File: src/rtl/butterfly_pkg.sv
// Shared ButterFly core types: redirect source/state encodings and drain counter width.
package butterfly_pkg;

    typedef enum logic [1:0] {
        SRC_NONE   = 2'd0,
        SRC_BRANCH = 2'd1,
        SRC_JUMP   = 2'd2,
        SRC_TRAP   = 2'd3
    } redir_src_e;

    typedef enum logic [1:0] {
        IDLE    = 2'd0,
        PENDING = 2'd1,
        DRAIN   = 2'd2
    } redir_state_e;

    localparam int DRAIN_W = 4;

endpackage

File: src/rtl/redirect_ctrl.sv
// PC redirect sequencer: arbitrates trap/jump/branch, hands one registered redirect
// to fetch, and holds flush/stall until acceptance plus a drain window.
module redirect_ctrl
    import butterfly_pkg::*;
#(
    parameter int unsigned DRAIN_CYCLES = 1,
    parameter logic [31:0] RESET_PC     = 32'h0000_0000
) (
    input  logic        clk_i,
    input  logic        rst_ni,
    input  logic        br_taken_i,
    input  logic [31:0] br_target_i,
    input  logic        jump_i,
    input  logic [31:0] jump_target_i,
    input  logic        trap_i,
    input  logic [31:0] trap_target_i,
    input  logic        redirect_ready_i,
    output logic        redirect_valid_o,
    output logic [31:0] redirect_pc_o,
    output logic [1:0]  redirect_src_o,
    output logic        flush_o,
    output logic        stall_o,
    output logic        misalign_o,
    output logic [31:0] redirect_cnt_o
);

    localparam logic [DRAIN_W-1:0] DRAIN_LOAD =
        (DRAIN_CYCLES == 0) ? '0 : DRAIN_W'(DRAIN_CYCLES - 1);

    redir_state_e       state_q, state_d;
    logic [DRAIN_W-1:0] drain_q, drain_d;

    logic        req_any, req_mis;
    logic [31:0] req_pc;
    redir_src_e  req_src;

    logic        lat;
    logic [31:0] lat_pc;
    redir_src_e  lat_src;
    logic        handshake;

    logic        valid_d, flush_d, stall_d, mis_d;
    logic [31:0] pc_d, cnt_d;
    logic [1:0]  src_d;

    // Trap wins and is never alignment-checked; only the winner's alignment matters.
    always_comb begin
        req_any = 1'b0;
        req_mis = 1'b0;
        req_pc  = '0;
        req_src = SRC_NONE;
        if (trap_i) begin
            req_any = 1'b1;
            req_pc  = trap_target_i;
            req_src = SRC_TRAP;
        end else if (jump_i) begin
            req_any = 1'b1;
            req_mis = (jump_target_i[1:0] != 2'b00);
            req_pc  = jump_target_i;
            req_src = SRC_JUMP;
        end else if (br_taken_i) begin
            req_any = 1'b1;
            req_mis = (br_target_i[1:0] != 2'b00);
            req_pc  = br_target_i;
            req_src = SRC_BRANCH;
        end
    end

    assign handshake = (state_q == PENDING) && redirect_ready_i;

    always_ff @(posedge clk_i or negedge rst_ni) begin
        if (!rst_ni) begin
            state_q <= IDLE;
            drain_q <= '0;
        end else begin
            state_q <= state_d;
            drain_q <= drain_d;
        end
    end

    always_comb begin
        state_d = state_q;
        drain_d = drain_q;
        lat     = 1'b0;
        lat_pc  = trap_target_i;
        lat_src = SRC_TRAP;
        unique case (state_q)
            IDLE: begin
                if (req_any && !req_mis) begin
                    state_d = PENDING;
                    lat     = 1'b1;
                    lat_pc  = req_pc;
                    lat_src = req_src;
                end
            end
            PENDING: begin
                // A trap either preempts the pending redirect or chains right after it.
                if (trap_i) begin
                    lat = 1'b1;
                end else if (redirect_ready_i) begin
                    state_d = (DRAIN_CYCLES > 0) ? DRAIN : IDLE;
                    drain_d = DRAIN_LOAD;
                end
            end
            DRAIN: begin
                if (trap_i) begin
                    state_d = PENDING;
                    lat     = 1'b1;
                end else if (drain_q == '0) begin
                    state_d = IDLE;
                end else begin
                    drain_d = drain_q - 1'b1;
                end
            end
            default: state_d = IDLE;
        endcase
    end

    always_comb begin
        valid_d = (state_d == PENDING);
        flush_d = (state_d == PENDING);
        stall_d = (state_d != IDLE);
        mis_d   = (state_q == IDLE) && req_any && req_mis;
        pc_d    = lat ? lat_pc : redirect_pc_o;
        src_d   = lat ? lat_src : redirect_src_o;
        cnt_d   = redirect_cnt_o + {31'd0, handshake};
    end

    always_ff @(posedge clk_i or negedge rst_ni) begin
        if (!rst_ni) begin
            redirect_valid_o <= 1'b0;
            redirect_pc_o    <= RESET_PC;
            redirect_src_o   <= SRC_NONE;
            flush_o          <= 1'b0;
            stall_o          <= 1'b0;
            misalign_o       <= 1'b0;
            redirect_cnt_o   <= '0;
        end else begin
            redirect_valid_o <= valid_d;
            redirect_pc_o    <= pc_d;
            redirect_src_o   <= src_d;
            flush_o          <= flush_d;
            stall_o          <= stall_d;
            misalign_o       <= mis_d;
            redirect_cnt_o   <= cnt_d;
        end
    end

endmodule
File: config.mk
export PLATFORM = sky130hd
export DESIGN_NAME = redirect_ctrl
export DESIGN_NICKNAME = d
export VERILOG_FILES = /design/src/rtl/butterfly_pkg.sv /design/src/rtl/redirect_ctrl.sv
export SDC_FILE = /design/constraint.sdc
export NUM_CORES = 1
export LEC_CHECK = 0
export BUFFER_PORTS_ARGS = -buffer_cell sky130_fd_sc_hd__buf_4
export CAP_MARGIN = 10
export CORE_MARGIN = 2
export CORE_UTILIZATION = 30
export DETAILED_ROUTE_END_ITERATION = 12
export PLACE_DENSITY = 0.51
export SETUP_SLACK_MARGIN = 0.3
export SLEW_MARGIN = 20
export SYNTH_ARGS = -nofsm -noshare
export SYNTH_HDL_FRONTEND = slang
export SYNTH_SLANG_ARGS = --single-unit
File: constraint.sdc
create_clock -name clk_i -period 5.2 [get_ports clk_i]
set_clock_uncertainty 0.05 [all_clocks]
set_input_delay 0.26 -clock clk_i [delete_from_list [all_inputs] [get_ports clk_i]]
set_output_delay 0.26 -clock clk_i [all_outputs]
set_load 0.005 [all_outputs]
==> reports/metrics.yaml <==
clock_tree:
  root_buffer: "clkbuf_16"
  cts_buffer_depth: 2
  numClockSinks: 75
  hold_buffers: 0
  postCtsSetupBuffers: 0
  numCtsBuffers: 9
  cts_htree_levels: 3
  path_clk_slew_ns: 0.06
  cts_tree: "built"
  insertion_delay_ns: 0.34
  cts_repair_resize_count: 0
detailed_routing:
  drt-vias-per-instance: 4.621
  drt_pass1_iterations: 6
  dr.first_iter.drc_count: 115
  drc_errors: 0
  wirelength_microns: 10350
  vias: 3276
  ant_nets: 0
  drt-wirelength-per-cell_microns: 14.60
worst_setup_path:
  crit_top_cell: "ha_1"
  path_cells: "inv_1 > ha_1 > and2_1 > ha_1 > ha_1 > nand4_1 > nor4_2 > nand4_1 > xnor2_1"
  path_max_fanout: 9
  crit_path_end_kind: "flop"
  slowest_delay_ns: 0.68
  crit_required_ns: 5.37
  path_buf_inv: 1
  critical_path_class: "flop to flop"
  cp_top_family: "simple AND/OR/NAND/NOR gates"
  critical_path_arrival_ns: 2.93
  critPathLaunchType: "flop"
  crit_slowest_cell: "nor4_2"
logic_synthesis:
  yosys.area_share.adder_pct: 2.483
  synth_area_sq_um: 4031
  syn_nets: 470
  ys.warnings.count: 0
  synthFlopType: "dfrtp_1"
  synth_top_family_by_area: "multiplexers"
  synth-compound-area-share_pct: 10.37
  synth_top_cell_by_area: "dfrtp_1"
  syn_inst: 360
  ys_seq_elements: 75
  synth_top_area_share_pct: 46.55
  synthMuxAreaShare_pct: 16.20
  yosys.area_share.simple_pct: 10.99
  ys_seq_area_share_pct: 46.55
  synth_xor_area_share_pct: 6.518
  synth.avg_cell_area_sq_um: 11.20
  ys_types: 43
  synthArstFlopShare_pct: 100.0
  yosysMostFrequentCell: "dfrtp_1"
  synth_top_cells_by_count: "75 x dfrtp_1, 63 x mux2i_1, 40 x inv_1, 30 x a22o_1, 26 x xnor2_1"
  synth.area.top_cells: "dfrtp_1 47%, mux2i_1 16%, a22o_1 6.5%"
  synth-edff-count: 0
layout:
  nets: 639
  stdcell_area_sq_um: 5767
  post-route-util_pct: 43.72
  regArea_sq_um: 1877
  nFillCells: 1297
  syn2layout_area_growth_pct: 43.05
  drive_gt1_share_pct: 37.71
  multiInputGateArea_sq_um: 1887
  diodes: 0
power_and_ir_drop:
  intPower_uw: 1646
  p_leak_uw: 0.002790
  power_density_nw_per_um2: 406.0
  switchingPower_uw: 695.5
  pwr-share-comb_pct: 34.3
  power_switching_share_pct: 29.70
  clkPwrFrac_pct: 29.0
  ir_worst_vdd_mv: 0.1665
  p_seq_share_pct: 36.7
die:
  io_pins: 172
  row_count: 42
  initial_utilization_pct: 30.56
  fp.coreArea_sq_um: 13190
  die_area_sq_um: 14380
  die_x_microns: 119.9
  die_h_microns: 119.9
timing:
  worstMarginPinSlew_ns: 0.9488
  holdWs_ns: 0.02247
  fin_crit_sh_pct: 53.14
  setup_tns_ns: 0
  fin_crit_ns: 2.763
  rsz0062_at_grt: "no"
  drv_slew: 0
  setup_slack_ns: 2.437
  hold_violations: 0
  fmax_ghz: 0.3619
  setup_violations: 0
  max-slew-margin-rel_pct: 36.75
global_routing:
  grt_usage_pct: 14.56
  antenna_found_initial: 0
  grt_pass1_vias: 3318
  grt_max_degree: 76
  grt_pass1_wl_microns: 16590
  grt_overflow: 0
job:
  maxCapViolCount: 0
placement:
  gp_congestion: 0.7690
  pre_cts_ws_ns: 2.398
  dpl_cell_area_sq_um: 5440
  dp_hpwl_microns: 7782
  numPortBuffers: 171
worst_hold_path:
  hp-class: "input pin to asynchronous set/reset pin"
status:
  status: "finished, final reports clean"
==> metal layers <==
metal	part of all wire, %	track usage (%)
met1	42	17.15
met2	51	25.11
met3	5.2	3.517
met4	1.9	6.397
met5	0	0
==> final timing paths <==
path | cells past startpoint | from | slack [ns] | to
max | 9 | state_q[1] | 2.44 | redirect_cnt_o[26]
min | 1 | rst_ni | 0.02 | redirect_cnt_o[4]
max reg2reg | 9 | state_q[1] | 2.44 | redirect_cnt_o[26]
min reg2reg | 1 | redirect_cnt_o[31] | 0.44 | redirect_cnt_o[31]
max in group asynchronous | 1 | rst_ni | 4.46 | drain_q[3]
min in group clk_i | 3 | trap_target_i[23] | 0.16 | redirect_pc_o[23]
==> cells in the final DEF, fill, tap and decap left out, drive strengths merged, types with 2 or more instances in the layout <==
cell type and instances:
ha 8, clkbuf 11, buf 174, a22o 30
or3 3, nand3 12, inv 40, mux2i 63
and3 3, mux2 2, nor2 7, dfrtp 75
nor2b 4, nor3 3, and4 3, bufinv 2
xnor2 26, nor3b 2, nand4 13, a21oi 6
nor4 3, o21ai 7, clkinv 2, nand2 12
and2 2, nand2b 2, xor2 4, or3b 2
==> power groups by stage <==
stage	Clock, uW	Sequential, uW	Combinational [uW]
finish	680	858	803
global route	724	884	892
CTS	700	862	824
detailed placement	0	871	822
global placement	0	863	815
floorplan	0	871	405
==> cells by family (layout without fill, tap and decap cells) <==
kind of cell    Yosys count  after routing
simple gates             74             74
mux                      65             65
fa+ha+maj                 8              8
flops                    75             75
compound gates           52             52
xor+xnor                 30             30
buf+inv                  56            229
==> flip-flops by register name, summed over array words and instances (netlist names) <==
register        flops
drain_q             4
flush_o             1
misalign_o          1
redirect_cnt_o     32
redirect_pc_o      32
redirect_src_o      2
stall_o             1
state_q             2
==> cell type report <==
cell class	instances	share of cell area (%)
Multi-Input combinational cell	229	32.72
Tap cell	176	3.819
Timing Repair Buffer	174	22.65
Sequential cell	75	32.55
Clock inverter	4	1.280
Clock buffer	11	4.383
Inverter	40	2.604
==> per-stage QoR <==
stage	power [uW]	std cells
floorplan	1275	360
CTS	2386	709
global placement	1678	694
global route	2500	709
detailed placement	1693	694
finish	2342	709
Power figures use the tool's default switching activity.
